`src/rtl/led_line_packer.sv`:
```
// led_line_packer: packs PIX_NUM pixels from a FWFT FIFO into one line word with a
// valid/ready handshake and a wrapping row index. Define LED_PACK_LINE_MAX_EN for per-line channel max.
module led_line_packer #(
  parameter int PIX_W   = 24,
  parameter int PIX_NUM = 40,
  parameter int ROW_NUM = 36,
  parameter int ROW_W   = 6
) (
  input  logic                     rd_clk,
  input  logic                     rst_n,
  input  logic                     i_frame_start,
  input  logic                     i_fifo_empty,
  input  logic [PIX_W-1:0]         i_fifo_dout,
  output logic                     o_fifo_rd_en,
  output logic [PIX_W*PIX_NUM-1:0] o_line_data,
  output logic                     o_line_valid,
  input  logic                     i_line_ready,
  output logic [ROW_W-1:0]         o_row_idx,
  output logic                     o_row_last,
  output logic [PIX_W/3-1:0]       o_line_max
);

  localparam int CNT_W = $clog2(PIX_NUM);
  localparam logic [CNT_W-1:0] LAST_PIX = CNT_W'(PIX_NUM - 1);
  localparam logic [ROW_W-1:0] LAST_ROW = ROW_W'(ROW_NUM - 1);

  typedef enum logic [1:0] {IDLE, FILL, HOLD} state_t;

  state_t                   r_state;
  state_t                   w_state_nxt;
  logic [CNT_W-1:0]         r_pix_cnt;
  logic [PIX_W*PIX_NUM-1:0] r_line_data;
  logic                     r_line_valid;
  logic                     r_row_last;
  logic [ROW_W-1:0]         r_row_idx;
  logic                     w_accept;
  logic                     w_write;
  logic                     w_last_pix;
  logic                     w_release;

  assign w_accept   = (r_state == FILL) && !i_fifo_empty;
  // A pixel popped in the frame_start cycle belongs to the abandoned line.
  assign w_write    = w_accept && !i_frame_start;
  assign w_last_pix = (r_pix_cnt == LAST_PIX);
  assign w_release  = (r_state == HOLD) && i_line_ready;

  always_ff @(posedge rd_clk or negedge rst_n) begin
    if (!rst_n) r_state <= IDLE;
    else        r_state <= w_state_nxt;
  end

  always_comb begin
    w_state_nxt = r_state;
    case (r_state)
      IDLE:    w_state_nxt = FILL;
      FILL:    if (w_accept && w_last_pix) w_state_nxt = HOLD;
      HOLD:    if (i_line_ready) w_state_nxt = FILL;
      default: w_state_nxt = IDLE;
    endcase
    if (i_frame_start) w_state_nxt = FILL;
  end

  always_ff @(posedge rd_clk or negedge rst_n) begin
    if (!rst_n) begin
      r_pix_cnt <= '0;
    end else if (i_frame_start) begin
      r_pix_cnt <= '0;
    end else if (w_accept) begin
      r_pix_cnt <= w_last_pix ? '0 : r_pix_cnt + 1'b1;
    end
  end

  always_ff @(posedge rd_clk or negedge rst_n) begin
    if (!rst_n) begin
      r_line_data <= '0;
    end else if (w_write) begin
      for (int k = 0; k < PIX_NUM; k++) begin
        if (r_pix_cnt == CNT_W'(k)) r_line_data[k*PIX_W +: PIX_W] <= i_fifo_dout;
      end
    end
  end

  // The row index only moves on leaving HOLD, so row_last can be judged from the current row.
  always_ff @(posedge rd_clk or negedge rst_n) begin
    if (!rst_n) begin
      r_line_valid <= 1'b0;
      r_row_last   <= 1'b0;
      r_row_idx    <= '0;
    end else begin
      r_line_valid <= (w_state_nxt == HOLD);
      r_row_last   <= (w_state_nxt == HOLD) && (r_row_idx == LAST_ROW);
      if (i_frame_start) begin
        r_row_idx <= '0;
      end else if (w_release) begin
        r_row_idx <= (r_row_idx == LAST_ROW) ? '0 : r_row_idx + 1'b1;
      end
    end
  end

`ifdef LED_PACK_LINE_MAX_EN
  localparam int CH_W = PIX_W / 3;

  logic [CH_W-1:0] r_acc;
  logic [CH_W-1:0] r_line_max;
  logic [CH_W-1:0] w_pix_max;
  logic [CH_W-1:0] w_acc_nxt;

  // The first pixel of a line seeds the accumulator, discarding any earlier line's value.
  always_comb begin
    w_pix_max = i_fifo_dout[0 +: CH_W];
    if (i_fifo_dout[CH_W +: CH_W] > w_pix_max) w_pix_max = i_fifo_dout[CH_W +: CH_W];
    if (i_fifo_dout[2*CH_W +: CH_W] > w_pix_max) w_pix_max = i_fifo_dout[2*CH_W +: CH_W];
    w_acc_nxt = w_pix_max;
    if ((r_pix_cnt != '0) && (r_acc > w_pix_max)) w_acc_nxt = r_acc;
  end

  always_ff @(posedge rd_clk or negedge rst_n) begin
    if (!rst_n) begin
      r_acc      <= '0;
      r_line_max <= '0;
    end else if (i_frame_start) begin
      r_acc <= '0;
    end else if (w_write) begin
      r_acc <= w_acc_nxt;
      if (w_last_pix) r_line_max <= w_acc_nxt;
    end
  end

  assign o_line_max = r_line_max;
`else
  assign o_line_max = '0;
`endif

  assign o_fifo_rd_en = w_accept;
  assign o_line_data  = r_line_data;
  assign o_line_valid = r_line_valid;
  assign o_row_idx    = r_row_idx;
  assign o_row_last   = r_row_last;

endmodule

```
`config.mk`:
```
export PLATFORM = sky130hd
export DESIGN_NAME = led_line_packer
export DESIGN_NICKNAME = d
export VERILOG_FILES = /design/src/rtl/led_line_packer.sv
export SDC_FILE = /design/constraint.sdc
export NUM_CORES = 1
export LEC_CHECK = 0
export BUFFER_PORTS_ARGS = -buffer_cell sky130_fd_sc_hd__clkbuf_2
export CORE_AREA = 2 2 386 388
export DETAILED_ROUTE_END_ITERATION = 8
export DIE_AREA = 0 0 388 390
export GPL_TIMING_DRIVEN = 1
export PLACE_DENSITY_LB_ADDON = 0.05
export RECOVER_POWER = 50
export REMOVE_ABC_BUFFERS = 1
export SLEW_MARGIN = 15
export SYNTH_ARGS = -nofsm -noshare
export SYNTH_HDL_FRONTEND = slang
export SYNTH_SLANG_ARGS = --single-unit
```
`constraint.sdc`:
```
create_clock -name rd_clk -period 2.8 [get_ports rd_clk]
set_input_delay 0.56 -clock rd_clk [delete_from_list [all_inputs] [get_ports rd_clk]]
set_output_delay 0.56 -clock rd_clk [all_outputs]
set_load 0.02 [all_outputs]
```
# ---- Word level (Yosys, flattened, before mapping)
# Cells that the tools add are included.
dict set report classes {
  muxes 10
  n_shift 0
  eq_ne 43
  bitwise 0
  n_addsub 2
  multipliers 0
  div 0
  reduce_logical 51
  order_cmp 0
}
# operator n
set ops {}
lappend ops {{== test 6 x 5 -> 1 bit, second input constant} 16}
lappend ops {{AND reduction 2 bit} 40}
lappend ops {{== test 6 bit, second input constant} 9}
lappend ops {{== test 6 x 4 -> 1 bit, second input constant} 8}
lappend ops {{2-to-1 mux 6 bit} 6}
lappend ops {{== test 6 x 3 -> 1 bit, second input constant} 4}
lappend ops {{adder 6 x 1 -> 6 bit, second input constant} 2}
lappend ops {{== test 6 x 2 -> 1 bit, second input constant} 2}
lappend ops {{== test 6 x 1 -> 1 bit, second input constant} 1}
lappend ops {{zero test 6 bit} 1}
lappend ops {{2-to-1 mux 2 bit} 3}
lappend ops {{case mux 2 bit (3 select lines)} 1}
lappend ops {{logical AND 1 bit} 5}
lappend ops {{== test 2 bit, second input constant} 2}
lappend ops {{nonzero test 2 bit} 2}
lappend ops {{== test 2 x 1 -> 1 bit, second input constant} 1}
lappend ops {{zero test 1 bit} 2}
lappend ops {{zero test 2 bit} 1}
dict set report word_totals {
  register_bits 976
  latchBits 0
  wordCells 151
  memories 0
  ram_bits 0
  in_bits 29
  out_inout_bits 977
  romBits 0
}

# ---- Longest topological paths before layout
# Gate-level depths: netlist (run 1).
dict set report logic_depth {
  ltp_word 8
  mapped_depth 7
  mapped_depth_nobuf 5
}

# ---- Least setup slack after synthesis (run 1)
# Ideal clock, no wire load.
dict set report synth_timing {
  kind {input -> register}
  from {input i_fifo_empty}
  to {register r_line_data[147], in the netlist o_line_data[147]}
  path_buffers 3
  required_ps 2675
  cell_stages 7
  arrival_time_ps 2321
  setup_ps 125
  slack_ps 353
  cell_sequence {or3b_1 > buf_6 > nor4_4 > buf_12 > nand3_4 > buf_6 > mux2_4}
}
dict set report synth_via {
  elab_chain_cells 4
}
# element line_no
set synth_rtl {}
lappend synth_rtl {{start, declared} 12} ;# input logic i_fifo_empty,
lappend synth_rtl {{zero test 1 bit} 41} ;# assign w_accept = (r_state == FILL) && !i_fifo_empty;
lappend synth_rtl {{logical AND 1 bit} 41}
lappend synth_rtl {{logical AND 1 bit} 43} ;# assign w_write = w_accept && !i_frame_start;
lappend synth_rtl {{AND reduction 2 bit (no source line)} -}
lappend synth_rtl {{end signal, assigned by index} 78} ;# if (r_pix_cnt == CNT_W'(k)) r_line_data[k*PIX_W +: PIX_W] <= i_fifo_dout;
lappend synth_rtl {{end, declared} 32} ;# logic [PIX_W*PIX_NUM-1:0] r_line_data;
# Every way passes these cells.
# A chain may end at the register's enable or synchronous reset.

# ---- Final worst setup path (run 1)
dict set report layout_timing {
  from {register r_state[1]}
  to {output o_fifo_rd_en}
}
dict set report layout_via {
  elab_chain_cells 2
}
# element line_no
set layout_rtl {}
lappend layout_rtl {{start, declared} 29} ;# state_t r_state;
lappend layout_rtl {{start signal, assigned} 49} ;# else r_state <= w_state_nxt;
lappend layout_rtl {{== test 2 x 1 -> 1 bit} 41}
lappend layout_rtl {{logical AND 1 bit} 41}
lappend layout_rtl {{end, declared} 14} ;# output logic o_fifo_rd_en,
# Every way passes these cells.

==> results.toml, run 1 <==
[finish]
finish.instance_area_um2 = 49500
register_area_um2 = 24400
nNetsFinal = 3341
fillCellCount = 14700
relative_area_change_from_synthesis_to_final_layout_pct = 29.9
multi_input_area_um2 = 12500
final_cell_count_no_fill = 5351
final_layout_size_suffix_gt1_frac = 0.532

[timing]
maxSlewViolCount = 34
worst-slew-pin-transition_ns = 1.93
worst_rel_slew_slack = -0.284
timing.final.setup_violations = 0
final_hold_violation_count = 0
fmax_mhz = 377
final.hold.worst_slack_ns = 0.179
finalCriticalPeriod_ns = 2.65
rsz0062_at_grt = "false"
period_utilization = 0.947
final.setup.worst_slack_ns = 0.149
finClkSkew_ns = 0.0339

[power_and_ir_drop]
p_per_area_nw_per_um2 = 678
total_power_w = 0.0336
power.ir.vdd_worst_mv = 0.784
leakagePower_nw = 26.0

[route]
detail_route.wl_per_cell_um = 29.3
vias_per_cell = 4.48
first_pass_iters = 5
routed-via-count = 24000
remaining_drc_errors = 0
drtAntennaViolNets = 0
routed_wirelength_mm = 157
drt-initial-drc-count = 970

[grt]
globalRouteTotalUtil = 0.203
number_of_global_route_vias_before_repair = 25400
grt_overflow_total = 0
antenna_found_initial = 14
pin_count_of_the_biggest_net_entering_global_routing = 94
first_pass_grt_wire_length_mm = 217

[synthesis]
post_synthesis_instance_total = 2259
synthTopCellsByArea = "sky130_fd_sc_hd__dfrtp_1 64%, sky130_fd_sc_hd__mux2_2 22%, sky130_fd_sc_hd__mux2_4 7.0%, sky130_fd_sc_hd__buf_6 1.2%, sky130_fd_sc_hd__clkbuf_1 1.0%"
yosys.cell_count.top_type = "sky130_fd_sc_hd__dfrtp_1"
synth-seq-cells = 976
yosysTopAreaCell = "sky130_fd_sc_hd__dfrtp_1"
synth.yosys.warnings = 0
ys_top_cells_by_count = "976 x sky130_fd_sc_hd__dfrtp_1, 750 x sky130_fd_sc_hd__mux2_2, 179 x sky130_fd_sc_hd__mux2_4, 104 x sky130_fd_sc_hd__clkbuf_1, 48 x sky130_fd_sc_hd__buf_2"
synthFlopType = "sky130_fd_sc_hd__dfrtp_1"
netlist.area_leader.share = 0.641
synth_area_per_cell_um2 = 16.9
ys_types = 41
synth_seq_area_share = 0.641
synth_async_sr_flop_share = 1.00
count_of_flip_flops_with_a_built_in_enable_after_synthesis = 0
syn-cell-area_um2 = 38100

[place]
placed_area_um2 = 46100
number_of_cells_after_detailed_placement = 5118
post-dp-hpwl_mm = 105
place_ws_ns = 0.0854
port_buffers = 997
gp_congestion = 0.776

[cts]
tritoncts_clock_tree = "yes"
cts_max_level = 3
postCtsSetupRepairBufs = 0
numCtsBuffers = 116
clock-root-buffer = "sky130_fd_sc_hd__clkbuf_16"
worst_skew_pair_latency_ns = 0.74
worst_setup_hold_path_clk_slew_ns = 0.06
cts_max_path_buffers = 3
clk_sinks = 976

[run]
max_capacitance_violation_count = 1

[worst_setup_path]
critical_path_startpoint_category = "register"
cp.required_ns = 2.24
reg2reg_to = "o_line_data[934]$_DFFE_PN0P_"
worst-r2r-setup-slack_ns = 0.39
startpoint_to_endpoint_class_of_the_critical_path = "register to output pin"
arrival_ns = 2.09
timing.critical_path.fanout_max = 7
crit_end = "o_fifo_rd_en"
worst_reg_to_reg_path_cell_count = 7
reg2reg_from = "r_state[1]$_DFF_PN0_"
cp-startpoint = "r_state[1]$_DFF_PN0_"
setup.worst_path.end_class = "output pin"

[floorplan]
floorplan.die.height_um = 390
start_util = 0.259
placeableCoreArea_um2 = 147000
die-width_um = 388
floorplan.die_area_um2 = 151000
rows = 141
io-pin-count = 1006

[min_path]
timing.hold.worst.class = "primary input to register"

[run_status]
status = "finished, violations left"
failed_checks = "max-capacitance violations, max-slew violations"
per-layer routing:
layer,global-route usage,vias up,wire length [µm]
li1,-,10000,-
met1,0.243,12800,62300
met2,0.345,872,76900
met3,0.0675,191,12800
met4,0.0622,0,4990
met5,0,-,0
cell type report:
type	instances	share of cell area
Clock buffer	171	0.0703
Tap cell	1930	0.0487
Inverter	5	0.000379
Sequential cell	976	0.493
Multi-Input combinational cell	1079	0.253
Timing Repair Buffer	1129	0.122
Clock inverter	41	0.0118
Antenna cell	20	0.00101
worst min-delay path by stage:
stage,startpoint,to,cells past startpoint
floorplan,rst_n,o_line_data[0]$_DFFE_PN0P_,0
global placement,o_line_data[684]$_DFFE_PN0P_,o_line_data[684]$_DFFE_PN0P_,1
detailed placement,o_line_data[438]$_DFFE_PN0P_,o_line_data[438]$_DFFE_PN0P_,1
CTS,i_fifo_empty,r_state[0]$_DFF_PN0_,3
global route,i_fifo_empty,r_state[0]$_DFF_PN0_,3
finish,i_fifo_empty,r_state[0]$_DFF_PN0_,3
report_power, final:
group,switching (W),internal (W),total (W)
clock network,0.00630,0.00969,0.0160
logic,0.00190,0.000893,0.00279
registers,0.000262,0.0145,0.0148
layout by cell type, fill, tap and decap left out, types with 4 or more instances in the layout:
cell,netlist,final
sky130_fd_sc_hd__buf_12,1,56
sky130_fd_sc_hd__bufinv_16,0,12
sky130_fd_sc_hd__buf_4,10,44
sky130_fd_sc_hd__clkbuf_8,0,32
sky130_fd_sc_hd__mux2_4,179,179
sky130_fd_sc_hd__nand3_1,4,4
sky130_fd_sc_hd__nor2_1,9,8
sky130_fd_sc_hd__nand3_2,9,9
sky130_fd_sc_hd__clkinv_2,0,22
sky130_fd_sc_hd__clkbuf_16,0,119
sky130_fd_sc_hd__a21oi_1,10,10
sky130_fd_sc_hd__mux2_1,31,31
sky130_fd_sc_hd__clkbuf_2,0,521
sky130_fd_sc_hd__mux2_2,750,750
sky130_fd_sc_hd__nand2_1,16,16
sky130_fd_sc_hd__ha_1,5,5
sky130_fd_sc_hd__nand3_4,18,18
sky130_fd_sc_hd__diode_2,0,20
sky130_fd_sc_hd__clkbuf_1,104,504
sky130_fd_sc_hd__conb_1,1,8
sky130_fd_sc_hd__nand4_2,4,4
sky130_fd_sc_hd__buf_2,48,20
sky130_fd_sc_hd__inv_1,5,4
sky130_fd_sc_hd__and3_1,5,5
sky130_fd_sc_hd__dfrtp_1,976,976
logic make-up after synthesis:
kind of cell	Yosys count	synth area share
buf+inv	211	0.0316
fa+ha+maj	5	0.00164
simple gates	88	0.0221
other cells	1	0.0000983
mux	960	0.301
compound gates	15	0.00223
xor+xnor	3	0.000689
flops	976	0.641
state kept, by name, indices dropped and copies added (netlist names):
| signal | cells |
|---|---|
| o_line_valid | 1 |
| o_row_idx | 6 |
| o_row_last | 1 |
| r_pix_cnt | 6 |
| o_line_data | 960 |
| r_state | 2 |
timing repair:
| item | 4_1_cts | 5_1_grt |
|---|---|---|
| hold endpoints to repair | 21 | 0 |
| hold buffers | 1 | 0 |
| gates resized for setup | 4 | 0 |
| setup endpoints to repair | 1 | 0 |
critical path, cell delays in order (launching register included):
cell                       delay (ns)
sky130_fd_sc_hd__dfrtp_1         0.44
sky130_fd_sc_hd__or3b_4          0.46
sky130_fd_sc_hd__buf_4           0.19
sky130_fd_sc_hd__inv_2           0.11
sky130_fd_sc_hd__clkbuf_8        0.18
stage by stage:
stage | utilization | TNS [ns]
2_1_floorplan | - | -468.31
6_report | 0.337 | 0
3_5_place_dp | 0.313 | 0
5_1_grt | 0.336 | 0
3_3_place_gp | 0.313 | 0
4_1_cts | 0.341 | 0
Note: power is estimated with default switching activity, not from simulation.
==> inputs of run 2 (changes only) <==
--- a/config.mk
+++ b/config.mk
@@ -11,9 +11,7 @@
 export DIE_AREA = 0 0 388 390
 export GPL_TIMING_DRIVEN = 1
 export PLACE_DENSITY_LB_ADDON = 0.05
-export RECOVER_POWER = 50
 export REMOVE_ABC_BUFFERS = 1
-export SLEW_MARGIN = 15
 export SYNTH_ARGS = -nofsm -noshare
 export SYNTH_HDL_FRONTEND = slang
 export SYNTH_SLANG_ARGS = --single-unit
==> constraint.sdc (replaced) <==
create_clock -name rd_clk -period 2.6 [get_ports rd_clk]
set_input_delay 0.52 -clock rd_clk [delete_from_list [all_inputs] [get_ports rd_clk]]
set_output_delay 0.52 -clock rd_clk [all_outputs]
set_load 0.02 [all_outputs]
==> results.toml, run 2 (synthesized netlist as in run 1, its figures left out) <==
[cts]
numCtsBuffers = 116
cts_max_path_buffers = 3
tritoncts_clock_tree = "yes"
clock-root-buffer = "sky130_fd_sc_hd__clkbuf_16"
cts_max_level = 3
worst_setup_hold_path_clk_slew_ns = 0.06
worst_skew_pair_latency_ns = 0.74
clk_sinks = 976

[min_path]
timing.hold.worst.class = "primary input to register"
hold_depth = 3
hold_start = "i_fifo_empty"
hold_path_endpoint = "r_state[0]$_DFF_PN0_"

[finish]
final_layout_size_suffix_gt1_frac = 0.674
fillCellCount = 14500
layout.core_utilization = 0.342
layout_commonest_cell = "sky130_fd_sc_hd__dfrtp_1"
final_cell_mix = "976 x sky130_fd_sc_hd__dfrtp_1, 973 x sky130_fd_sc_hd__clkbuf_2, 750 x sky130_fd_sc_hd__mux2_2, 179 x sky130_fd_sc_hd__mux2_4, 117 x sky130_fd_sc_hd__clkbuf_16"
largest_register_ff_count = 960
nNetsFinal = 3352
relative_area_change_from_synthesis_to_final_layout_pct = 32.0

[power_and_ir_drop]
pwr-share-comb = 0.087
power.sequential.fraction = 0.449
leakagePower_nw = 27.8
internal-power_w = 0.0266
p_clk_frac = 0.465
power.ir.vdd_worst_mv = 0.583
netSwitchingFraction = 0.253
power.switching_w = 0.00900
total_power_w = 0.0356
p_per_area_nw_per_um2 = 706

[route]
routed_wirelength_mm = 156
routed-via-count = 23800
drtAntennaViolNets = 0
drt-initial-drc-count = 1011
detail_route.wl_per_cell_um = 29.1
first_pass_iters = 4
remaining_drc_errors = 0
vias_per_cell = 4.45

[grt]
number_of_global_route_vias_before_repair = 25300
first_pass_grt_wire_length_mm = 216
grt_overflow_total = 0
pin_count_of_the_biggest_net_entering_global_routing = 61
globalRouteTotalUtil = 0.202
antenna_found_initial = 16

[worst_setup_path]
cp.required_ns = 2.08
critPathSlowestCell = "sky130_fd_sc_hd__or3b_4"
critical-path-max-stage-delay_ns = 0.42
critical_path_startpoint_category = "register"
arrival_ns = 1.95
critical_path.cell_chain = "or3b_4 > buf_4 > inv_4 > clkbuf_8"
worst-r2r-setup-slack_ns = 0.31
setup.worst_path.end_class = "output pin"
reg2reg_to = "o_line_data[261]$_DFFE_PN0P_"
reg2reg_from = "r_state[1]$_DFF_PN0_"
startpoint_to_endpoint_class_of_the_critical_path = "register to output pin"
worst_reg_to_reg_path_cell_count = 7
timing.critical_path.fanout_max = 8

[timing]
worst-slew-pin-transition_ns = 1.02
finalCriticalPeriod_ns = 2.47
rsz0062_at_grt = "false"
period_utilization = 0.950
worst_rel_slew_slack = 0.319
timing.final.setup_violations = 0
final_hold_violation_count = 0
fmax_mhz = 405
maxSlewViolCount = 0
finClkSkew_ns = 0.0370

[place]
post-dp-hpwl_mm = 103
port_buffers = 997
gp_congestion = 0.782

[floorplan]
floorplan.die.height_um = 390
die-width_um = 388
floorplan.die_area_um2 = 151000
start_util = 0.259
placeableCoreArea_um2 = 147000
io-pin-count = 1006
rows = 141

[run]
max_capacitance_violation_count = 0

[run_status]
status = "complete, no violations"
run 2: cell count changes in the layout (fill, tap and decap cells not counted), moves of 2 or more:
cell                        previous run  this run
sky130_fd_sc_hd__clkbuf_1            504        23
sky130_fd_sc_hd__clkbuf_2            521       973
sky130_fd_sc_hd__buf_4                44        71
sky130_fd_sc_hd__buf_12               56        72
sky130_fd_sc_hd__bufinv_16            12         6
sky130_fd_sc_hd__diode_2              20        14
sky130_fd_sc_hd__clkbuf_8             32        37
sky130_fd_sc_hd__inv_16                3         0
sky130_fd_sc_hd__clkbuf_16           119       117
sky130_fd_sc_hd__clkbuf_4              2         0
sky130_fd_sc_hd__clkinv_8              0         2
run 2: critical path, delay by kind of cell, from the launching register on:
family	cells	cell delay (ns)
AND/OR/NAND/NOR	1	0.42
buffers and inverters	3	0.44
flip-flops	1	0.38
run 2: area by class of cell:
cell class | count | area, µm² | area share
clock inverters | 35 | 408 | 0.00810
repair buffers | 1140 | 6990 | 0.139
diodes | 14 | 35.0 | 0.000696
clock buffers | 176 | 3510 | 0.0697
multi-input cells | 1079 | 12500 | 0.249
inverters | 5 | 21.3 | 0.000423
flip-flops and latches | 976 | 24400 | 0.485
well taps | 1930 | 2410 | 0.0480
run 2: worst max-delay path by stage:
stage,from,slack (ns),cells past startpoint,end
floorplan,i_fifo_empty,-1.20,4,o_line_data[720]$_DFFE_PN0P_
global placement,i_fifo_empty,0.02,8,o_line_data[257]$_DFFE_PN0P_
detailed placement,i_fifo_empty,-0.005,8,o_line_data[261]$_DFFE_PN0P_
CTS,r_state[1]$_DFF_PN0_,0.04,4,o_fifo_rd_en
global route,r_state[1]$_DFF_PN0_,0.03,4,o_fifo_rd_en
finish,r_state[1]$_DFF_PN0_,0.13,4,o_fifo_rd_en
run 2: through the flow:
stage          cells  setup TNS (ns)  setup slack [ns]  instance area (µm²)  hold slack (ns)
6_report        5355               0             0.129                50300            0.156
5_1_grt         5341               0            0.0305                50300            0.165
4_1_cts         5341               0            0.0353                50300           0.0714
3_5_place_dp    5128        -0.00543          -0.00543                46400            0.480
3_3_place_gp    5128               0            0.0216                46400            0.478
2_1_floorplan   2060         -621.23             -1.20                37000            0.224
run 2: timing repair:
action                                  4_1_cts  5_1_grt
setup buffers                                 1        0
hold endpoints to repair                     25        0
hold buffers                                  1        0
endpoints found under the setup margin        1        0
gates resized for setup                       5        0
run 2: metal layers:
metal  share of wire  GRT usage  routed length, µm  vias up
li1                -          -                  -    10000
met1            0.40      0.242              62400    12700
met2            0.49      0.341              76000      901
met3           0.079     0.0640              12300      187
met4           0.032     0.0700               4910        0
met5               0          0                  0        -
run 2: power by group through the flow:
stage | logic, W | registers (W) | clock network [W]
after floorplan | 0.000699 | 0.0168 | 0
final | 0.00308 | 0.0160 | 0.0165
after global routing | 0.00327 | 0.0160 | 0.0177
after global placement | 0.00314 | 0.0162 | 0
after CTS | 0.00317 | 0.0159 | 0.0171
after detailed placement | 0.00316 | 0.0162 | 0
==> inputs of run 3 (changes only) <==
--- a/config.mk
+++ b/config.mk
@@ -6,12 +6,15 @@
 export NUM_CORES = 1
 export LEC_CHECK = 0
 export BUFFER_PORTS_ARGS = -buffer_cell sky130_fd_sc_hd__clkbuf_2
-export CORE_AREA = 2 2 386 388
+export CELL_PAD_IN_SITES_DETAIL_PLACEMENT = 0
+export CELL_PAD_IN_SITES_GLOBAL_PLACEMENT = 1
+export CORE_AREA = 2 2 392 394
 export DETAILED_ROUTE_END_ITERATION = 8
-export DIE_AREA = 0 0 388 390
+export DIE_AREA = 0 0 394 396
 export GPL_TIMING_DRIVEN = 1
 export PLACE_DENSITY_LB_ADDON = 0.05
 export REMOVE_ABC_BUFFERS = 1
 export SYNTH_ARGS = -nofsm -noshare
 export SYNTH_HDL_FRONTEND = slang
 export SYNTH_SLANG_ARGS = --single-unit
+export TNS_END_PERCENT = 50
==> results.toml, run 3 (synthesized netlist as in run 1, its figures left out) <==
[power_and_ir_drop]
p_clk_frac = 0.460
p_per_area_nw_per_um2 = 701
leakagePower_nw = 27.6
power.sequential.fraction = 0.453
netSwitchingFraction = 0.256
pwr-share-comb = 0.087
power.switching_w = 0.00900
internal-power_w = 0.0262
total_power_w = 0.0352
power.ir.vdd_worst_mv = 0.523

[route]
detail_route.wl_per_cell_um = 29.5
drtAntennaViolNets = 0
routed_wirelength_mm = 160
routed-via-count = 23800
drt-initial-drc-count = 1058
vias_per_cell = 4.39
first_pass_iters = 5
remaining_drc_errors = 0

[place]
gp_congestion = 0.770
placed_area_um2 = 46400
port_buffers = 997
post-dp-hpwl_mm = 108

[cts]
cts_max_path_buffers = 3
worst_setup_hold_path_clk_slew_ns = 0.05
clk_sinks = 976
tritoncts_clock_tree = "yes"
numCtsBuffers = 117
clock-root-buffer = "sky130_fd_sc_hd__clkbuf_16"
cts_max_level = 3
worst_skew_pair_latency_ns = 0.73

[floorplan]
die-width_um = 394
floorplan.die.height_um = 396
floorplan.die_area_um2 = 156000
placeableCoreArea_um2 = 152000
io-pin-count = 1006
start_util = 0.252
rows = 143

[worst_setup_path]
critical_path_startpoint_category = "register"
worst_path_dominant_cell_family = "buffers and inverters"
cp.required_ns = 2.08
setup.worst_path.end_class = "output pin"
timing.critical_path.fanout_max = 8
critPathSlowestCell = "sky130_fd_sc_hd__or3b_4"
critical_path.cell_chain = "or3b_4 > buf_4 > inv_2 > clkbuf_8"
critPathBufInv = 3
startpoint_to_endpoint_class_of_the_critical_path = "register to output pin"
arrival_ns = 1.96
critical-path-max-stage-delay_ns = 0.41

[grt]
first_pass_grt_wire_length_mm = 221
globalRouteTotalUtil = 0.202
pin_count_of_the_biggest_net_entering_global_routing = 98
number_of_global_route_vias_before_repair = 25400
grt_overflow_total = 0
antenna_found_initial = 19

[finish]
final_cell_mix = "976 x sky130_fd_sc_hd__dfrtp_1, 971 x sky130_fd_sc_hd__clkbuf_2, 750 x sky130_fd_sc_hd__mux2_2, 179 x sky130_fd_sc_hd__mux2_4, 119 x sky130_fd_sc_hd__clkbuf_16"
finish.instance_area_um2 = 50200
nNetsFinal = 3337
final_layout_size_suffix_gt1_frac = 0.671
relative_area_change_from_synthesis_to_final_layout_pct = 31.7
layout_commonest_cell = "sky130_fd_sc_hd__dfrtp_1"
largest_register_ff_count = 960

[timing]
setup_total_negative_slack_ns = 0
fmax_mhz = 404
final_hold_violation_count = 0
final.hold.worst_slack_ns = 0.125
timing.final.setup_violations = 0
rsz0062_at_grt = "false"
worst_rel_slew_slack = 0.350
finalCriticalPeriod_ns = 2.48
maxSlewViolCount = 0
worst-slew-pin-transition_ns = 0.975
finClkSkew_ns = 0.0199
period_utilization = 0.952

[run]
max_capacitance_violation_count = 0

[min_path]
timing.hold.worst.class = "primary input to register"

[run_status]
status = "complete, no violations"
run 3: path summary, 6_finish.rpt:
kind                                                end  cells past startpoint  slack [ns]                          from
setup / recovery                           o_fifo_rd_en                      4        0.12          r_state[1]$_DFF_PN0_
hold / removal             o_line_data[351]$_DFFE_PN0P_                      2        0.12               i_fifo_dout[15]
setup reg to reg           o_line_data[738]$_DFFE_PN0P_                      7        0.29          r_state[1]$_DFF_PN0_
hold reg to reg            o_line_data[678]$_DFFE_PN0P_                      1        0.49  o_line_data[678]$_DFFE_PN0P_
max in group asynchronous  o_line_data[288]$_DFFE_PN0P_                      3        1.20                         rst_n
min in group asynchronous  o_line_data[657]$_DFFE_PN0P_                      2        0.44                         rst_n
run 3: power by group through the flow:
stage	registers, W	clock network [W]	logic (W)
2_1_floorplan	0.0168	0	0.000699
3_3_place_gp	0.0162	0	0.00315
3_5_place_dp	0.0162	0	0.00317
4_1_cts	0.0159	0.0168	0.00318
5_1_grt	0.0160	0.0174	0.00328
6_report	0.0159	0.0162	0.00307
run 3: metrics by stage:
step	utilization	setup slack, ns	cells
5_1_grt	0.331	0.0136	5419
4_1_cts	0.331	0.0203	5419
6_report	0.331	0.124	5428
3_5_place_dp	0.306	-0.0268	5212
3_3_place_gp	0.306	-0.0532	5212
2_1_floorplan	-	-1.20	2060
run 3: per-layer routing:
layer  GRT usage  part of all wire  routed length (µm)
met4      0.0619             0.027                4350
met2       0.340              0.49               78100
met3      0.0709             0.083               13300
met5           0          0.000044                   7
met1       0.243              0.40               64600
run 3: cell type report:
class                      count  area [µm²]
fill                       15000      101000
clock inverter                24         250
clock buffer                 181        3550
tap                         2030        2540
timing repair buffer        1124        6890
multi-input combinational   1079       12500
sequential                   976       24400
antenna                        9        22.5
inverter                       5        18.8
run 3: timing repair:
item	in CTS	in global routing
gates resized for setup	4	0
setup endpoints to repair	1	0
endpoints found under the hold margin	14	0
buffers inserted	1	0
hold buffers	1	0
